**config.mk**
```make
export PLATFORM = sky130hd
export DESIGN_NAME = mmss_timer
export DESIGN_NICKNAME = d
export VERILOG_FILES = /design/src/rtl/mmss_timer_pkg.sv /design/src/rtl/mmss_timer_tick.sv /design/src/rtl/mmss_timer.sv
export SDC_FILE = /design/constraint.sdc
export NUM_CORES = 1
export LEC_CHECK = 0
export BUFFER_PORTS_ARGS = -buffer_cell sky130_fd_sc_hd__clkbuf_2
export CORE_ASPECT_RATIO = 1.25
export CORE_UTILIZATION = 45
export DETAILED_ROUTE_END_ITERATION = 12
export GPL_ROUTABILITY_DRIVEN = 1
export PLACE_DENSITY = 0.62
export SLEW_MARGIN = 20
export SYNTH_ARGS = -nofsm -noshare
export SYNTH_HDL_FRONTEND = slang
export SYNTH_SLANG_ARGS = --single-unit
```
**constraint.sdc**
```tcl
create_clock -name clk -period 5.1 [get_ports clk]
set_clock_uncertainty 0.15 [all_clocks]
set_input_delay 0.51 -clock clk [delete_from_list [all_inputs] [get_ports clk]]
set_output_delay 0.51 -clock clk [all_outputs]
set_load 0.05 [all_outputs]
```
**src/rtl/mmss_timer_pkg.sv**
```systemverilog
// Shared types, constants and BCD helpers for the mm:ss timer.
package mmss_timer_pkg;

  typedef enum logic [1:0] {
    STOP = 2'd0,
    RUN  = 2'd1,
    DONE = 2'd2
  } state_e;

  typedef logic [3:0] bcd_digit;

  localparam bcd_digit SEC_MAX_TENS  = 4'd5;
  localparam bcd_digit SEC_MAX_UNITS = 4'd9;
  localparam bcd_digit BCD_MAX       = 4'd9;

  // Two-digit BCD increment; the full value wraps to 00 after reaching limit.
  function automatic logic [7:0] bcd_inc(input logic [7:0] val, input logic [7:0] limit);
    logic [7:0] res;
    if (val == limit) begin
      res = 8'h00;
    end else if (val[3:0] == BCD_MAX) begin
      res = {val[7:4] + 4'd1, 4'd0};
    end else begin
      res = {val[7:4], val[3:0] + 4'd1};
    end
    return res;
  endfunction

  // Two-digit BCD decrement; 00 wraps back to limit.
  function automatic logic [7:0] bcd_dec(input logic [7:0] val, input logic [7:0] limit);
    logic [7:0] res;
    if (val == 8'h00) begin
      res = limit;
    end else if (val[3:0] == 4'd0) begin
      res = {val[7:4] - 4'd1, BCD_MAX};
    end else begin
      res = {val[7:4], val[3:0] - 4'd1};
    end
    return res;
  endfunction

  // True when {min,sec} sits on the end value for the current direction.
  function automatic logic at_terminal(input logic [15:0] mmss, input logic up,
                                       input logic [15:0] up_end);
    return up ? (mmss == up_end) : (mmss == 16'h0000);
  endfunction

endpackage

```
**src/rtl/mmss_timer_tick.sv**
```systemverilog
// Tick prescaler: divides clk by DIV while running, cleared whenever not running.
module tick_prescaler #(
  parameter int DIV = 10
) (
  input  logic clk,
  input  logic reset,
  input  logic clr,
  input  logic run,
  output logic tick
);

  localparam int W = (DIV > 1) ? $clog2(DIV) : 1;
  localparam logic [W-1:0] LAST = W'(DIV - 1);

  logic [W-1:0] cnt_q;

  // Free-running modulo-DIV counter, held at zero while cleared or idle.
  always_ff @(posedge clk or negedge reset) begin
    if (!reset) begin
      cnt_q <= '0;
    end else if (clr) begin
      cnt_q <= '0;
    end else if (run) begin
      cnt_q <= (cnt_q == LAST) ? '0 : cnt_q + W'(1);
    end
  end

  assign tick = run && (cnt_q == LAST);

endmodule

```
**src/rtl/mmss_timer.sv**
```systemverilog
// Parametrised mm:ss timer with BCD digit outputs for the VGA digit renderer.
// Optional lap-hold display freeze is enabled by defining MMSS_TIMER_LAP_EN.
module mmss_timer
  import mmss_timer_pkg::*;
#(
  parameter int CLK_HZ  = 100000000,
  parameter int TICK_HZ = 1,
  parameter int MAX_MIN = 59
) (
  input  logic       clk,
  input  logic       reset,
  input  logic       enable,
  input  logic       forward,
  input  logic       inc_sec,
  input  logic       inc_min,
`ifdef MMSS_TIMER_LAP_EN
  input  logic       lap,
`endif
  output logic [3:0] sec_tens,
  output logic [3:0] sec_units,
  output logic [3:0] min_tens,
  output logic [3:0] min_units,
  output logic       tick,
  output logic       finish,
  output logic       running
);

  localparam int DIV = CLK_HZ / TICK_HZ;
  localparam logic [7:0]  MIN_LIM = {4'(MAX_MIN / 10), 4'(MAX_MIN % 10)};
  localparam logic [7:0]  SEC_LIM = {SEC_MAX_TENS, SEC_MAX_UNITS};
  localparam logic [15:0] UP_END  = {MIN_LIM, SEC_LIM};

  state_e     state_q, state_d;
  logic [7:0] sec_q, sec_d;
  logic [7:0] min_q, min_d;
  logic       tick_w;
  logic [15:0] live_w;
  logic [15:0] view_w;

  tick_prescaler #(
    .DIV (DIV)
  ) u_prescaler (
    .clk   (clk),
    .reset (reset),
    .clr   (state_q != RUN),
    .run   (state_q == RUN),
    .tick  (tick_w)
  );

  // Next-state and next-digit logic: manual set in STOP, counting in RUN.
  always_comb begin
    state_d = state_q;
    sec_d   = sec_q;
    min_d   = min_q;
    case (state_q)
      STOP: begin
        if (inc_sec) begin
          sec_d = bcd_inc(sec_q, SEC_LIM);
        end
        if (inc_min) begin
          min_d = bcd_inc(min_q, MIN_LIM);
        end
        if (enable) begin
          state_d = at_terminal({min_d, sec_d}, forward, UP_END) ? DONE : RUN;
        end
      end
      RUN: begin
        if (tick_w) begin
          if (forward) begin
            sec_d = bcd_inc(sec_q, SEC_LIM);
            if (sec_q == SEC_LIM) begin
              min_d = bcd_inc(min_q, MIN_LIM);
            end
          end else begin
            sec_d = bcd_dec(sec_q, SEC_LIM);
            if (sec_q == 8'h00) begin
              min_d = bcd_dec(min_q, MIN_LIM);
            end
          end
          if (at_terminal({min_d, sec_d}, forward, UP_END)) begin
            state_d = DONE;
          end else if (!enable) begin
            state_d = STOP;
          end
        end else if (!enable) begin
          state_d = STOP;
        end
      end
      DONE: begin
        if (!enable) begin
          state_d = STOP;
        end
      end
      default: begin
        state_d = STOP;
      end
    endcase
  end

  // State and digit registers; the digits are the counting state itself.
  always_ff @(posedge clk or negedge reset) begin
    if (!reset) begin
      state_q <= STOP;
      sec_q   <= 8'h00;
      min_q   <= 8'h00;
    end else begin
      state_q <= state_d;
      sec_q   <= sec_d;
      min_q   <= min_d;
    end
  end

  assign live_w = {min_q, sec_q};

`ifdef MMSS_TIMER_LAP_EN
  logic        lap_q;
  logic [15:0] snap_q;

  // Capture the live digits on the rising edge of lap and show them while lap stays high.
  always_ff @(posedge clk or negedge reset) begin
    if (!reset) begin
      lap_q  <= 1'b0;
      snap_q <= 16'h0000;
    end else begin
      lap_q <= lap;
      if (lap && !lap_q) begin
        snap_q <= live_w;
      end
    end
  end

  assign view_w = lap_q ? snap_q : live_w;
`else
  assign view_w = live_w;
`endif

  assign min_tens  = view_w[15:12];
  assign min_units = view_w[11:8];
  assign sec_tens  = view_w[7:4];
  assign sec_units = view_w[3:0];
  assign tick      = tick_w;
  assign finish    = (state_q == DONE);
  assign running   = (state_q == RUN);

endmodule

```
==> impl_metrics.env <==
export IMPL_outcome="complete, no violations"
export IMPL_fmax_ghz=0.275
export IMPL_die_h_um=101
export IMPL_async_flop_share_pct=100
export IMPL_grt_overflow=0
export IMPL_synth_area_top_cells="dfrtp_1 32%, nor2_1 6.5%, ha_1 4.6%"
export IMPL_wl_um=9340
export IMPL_crit_path_max_fanout=12
export IMPL_ir_drop_mv=0.262
export IMPL_grt_usage_pct=24.2
export IMPL_insertedDiodeCount=0
export IMPL_grt_max_degree=46
export IMPL_synth_commonest_cells="61 x nor2_1, 45 x dfrtp_1, 42 x nand2_1"
export IMPL_io_pins=25
export IMPL_placed_cells=536
export IMPL_portBuffers=24
export IMPL_start_util_pct=47.3
export IMPL_synth_cell_type_count=66
export IMPL_clk_latency_ps=300
export IMPL_crit_slowest_cell="dfrtp_1"
export IMPL_drv_cap=0
export IMPL_min_period_over_period_pct=71.2
export IMPL_grt_pass1_wl_um=15400
export IMPL_holdCritPathClass="input pin to asynchronous set/reset pin"
export IMPL_final_util_pct=50.7
export IMPL_use_met2_pct=39.7
export IMPL_drv_slew=0
export IMPL_area_delta_synth_final_pct=7.24
export IMPL_clockPowerShare_pct=17.1
export IMPL_fin_hold_ws_ps=135
export IMPL_synthXorXnorAreaFrac_pct=6.43
export IMPL_p_per_area_nw_per_um2=447
export IMPL_drc=0
export IMPL_grt_pass1_vias=3117
export IMPL_cts_sinks=45
export IMPL_synthAdderAreaFrac_pct=4.59
export IMPL_nFillCells=746
export IMPL_tightest_slew_ps=1020
export IMPL_busiest_layer="met2"
export IMPL_synthMuxAreaShare_pct=5.33
export IMPL_r2r_start="sec_q[0]"
export IMPL_synth_edff_count=0
export IMPL_path_buf_inv=0
export IMPL_total_power_mw=1.70
export IMPL_use_met3_pct=3.78
export IMPL_core_area_sq_um=7490
export IMPL_slew_headroom_pct=31.7
export IMPL_cts_setup_buffers=0
export IMPL_synth_area_sq_um=3540
export IMPL_combPwrFrac_pct=50.6
export IMPL_grt_antenna_before_repair=0
export IMPL_drtPass1Iterations=5
export IMPL_cts_resized=0
export IMPL_die_area_sq_um=8230
export IMPL_path_delay_family="simple AND/OR/NAND/NOR gates"
export IMPL_drt_iter0_markers=392
export IMPL_drive_gt1_share_pct=10.6
export IMPL_finalHoldViolCount=0
export IMPL_finalNonFillerCells=544
export IMPL_critPathLaunch="sec_q[0]"
export IMPL_syn_avg_cell_area_sq_um=8.01
export IMPL_postCtsHoldBufs=0
export IMPL_synth_compound_area_share_pct=18.6
export IMPL_use_met1_pct=31.6
export IMPL_clk_pin_slew_ps=100
export IMPL_htreeDepth=2
export IMPL_path_cells="ha_1 -> and2_1 -> and2_4 -> o221ai_2 -> o31a_1 -> or4b_1 -> or4_1 -> a2111o_1 -> o2111a_1"
export IMPL_yosys_warnings=0
export IMPL_power_switching_uw=836
export IMPL_crit_arrival_ps=3680
export IMPL_ctsRootBufferMaster="clkbuf_8"
export IMPL_synthSimpleGateAreaFrac_pct=28.4
export IMPL_synth_top_area_cell="dfrtp_1"
export IMPL_synth_top_family_by_area="simple AND/OR/NAND/NOR gates"
export IMPL_syn_inst=442
export IMPL_cp_end_kind="flip-flop"
export IMPL_yosysMostFrequentCell="nor2_1"
export IMPL_cp_start_kind="flip-flop"
export IMPL_cts_buffer_depth=2
export IMPL_die_x_um=81.4
export IMPL_intPower_uw=863
export IMPL_fin_crit_ps=3630
export IMPL_critPathKind="flip-flop to flip-flop"
export IMPL_numCtsBuffers=5
export IMPL_tns_ps=0
export IMPL_cp_slowest_stage_delay_ps=570
export IMPL_ys_seq_area_share_pct=31.8
export IMPL_nets=470
export IMPL_wl_per_cell_um=17.2
export IMPL_rows=35
export IMPL_p_sw_share_pct=49.2
export IMPL_vias=3352
export IMPL_synth_top_area_share_pct=31.8
export IMPL_place_hpwl_um=6550
export IMPL_viasPerCell=6.16
export IMPL_crit_required_ps=5150
export IMPL_p_leak_nw=1.62
export IMPL_finalSetupViolCount=0
export IMPL_rsz0062_at_grt="false"
export IMPL_cts_tree="done"
export IMPL_ant_nets=0
export IMPL_ys_seq_elements=45
export IMPL_pwr_share_seq_pct=32.3
export IMPL_gp_congestion=0.913
export IMPL_synth_nets=461
export IMPL_synth_ff_type="dfrtp_1"
==> power by group through the flow <==
stage | Combinational (mW) | Sequential, mW | Clock [mW]
final | 0.859 | 0.550 | 0.291
after global routing | 0.931 | 0.569 | 0.309
after CTS | 0.849 | 0.548 | 0.298
after detailed placement | 0.842 | 0.556 | 0
after global placement | 0.847 | 0.552 | 0
after floorplan | 0.546 | 0.646 | 0
==> flip-flops by register name, indices dropped and copies added (netlist names) <==
name,flops
u_prescaler.cnt_q,27
sec_q,8
min_q,8
state_q,2
==> cell type report <==
class | instances | area (sq um) | area share, %
multi-input cells | 356 | 2240 | 59.0
flip-flops and latches | 45 | 1130 | 29.6
repair buffers | 26 | 135 | 3.56
well taps | 92 | 115 | 3.03
clock buffers | 7 | 86.3 | 2.27
inverters | 17 | 63.8 | 1.68
clock inverters | 1 | 30.0 | 0.791
==> metal layers <==
layer / share of wire (%) / vias up
met5: 0 / -
met4: 2.9 / 0
met3: 4.9 / 27
met2: 49 / 121
met1: 43 / 1599
li1: - / 1605
==> worst paths after layout <==
path                                               to  slack (ps)  cells past startpoint
worst max-delay path                       state_q[0]        1470                      9
min in group clk                           state_q[0]         290                      2
worst max register to register             state_q[0]        1470                      9
worst min-delay path                         min_q[0]         140                      2
worst min register to register   u_prescaler.cnt_q[0]         350                      1
max in group asynchronous       u_prescaler.cnt_q[18]        4230                      2
==> per-stage QoR <==
step	area (sq um)	setup slack [ps]
2_1_floorplan	3540	1560
4_1_cts	3800	1550
6_report	3800	1470
3_3_place_gp	3680	1610
5_1_grt	3800	1360
3_5_place_dp	3680	1520
==> layout by cell type (no fill, tap or decap), types with 5 or more instances in the layout <==
cell / n
and2_1: 5
o21ai_0: 21
mux2i_1: 11
nand3_1: 18
mux2_2: 5
clkbuf_8: 6
a21oi_1: 26
nor3_1: 14
inv_1: 16
clkbuf_2: 24
xor2_1: 17
nor2_1: 61
dfrtp_1: 45
a31oi_1: 9
and3_1: 11
xnor2_1: 9
nand4_1: 8
o22ai_1: 9
nor2b_1: 6
nor4_1: 5
nand2_1: 42
ha_1: 13
==> cell families after synthesis <==
group	Yosys count
AOI/OAI and AO/OA	101
xor gates and xnor gates	26
adders and majority gates	13
buffers and inverters	41
DFF	45
muxes	17
and+or+nand+nor	199
No activity file was read; power rests on OpenSTA's default activity.
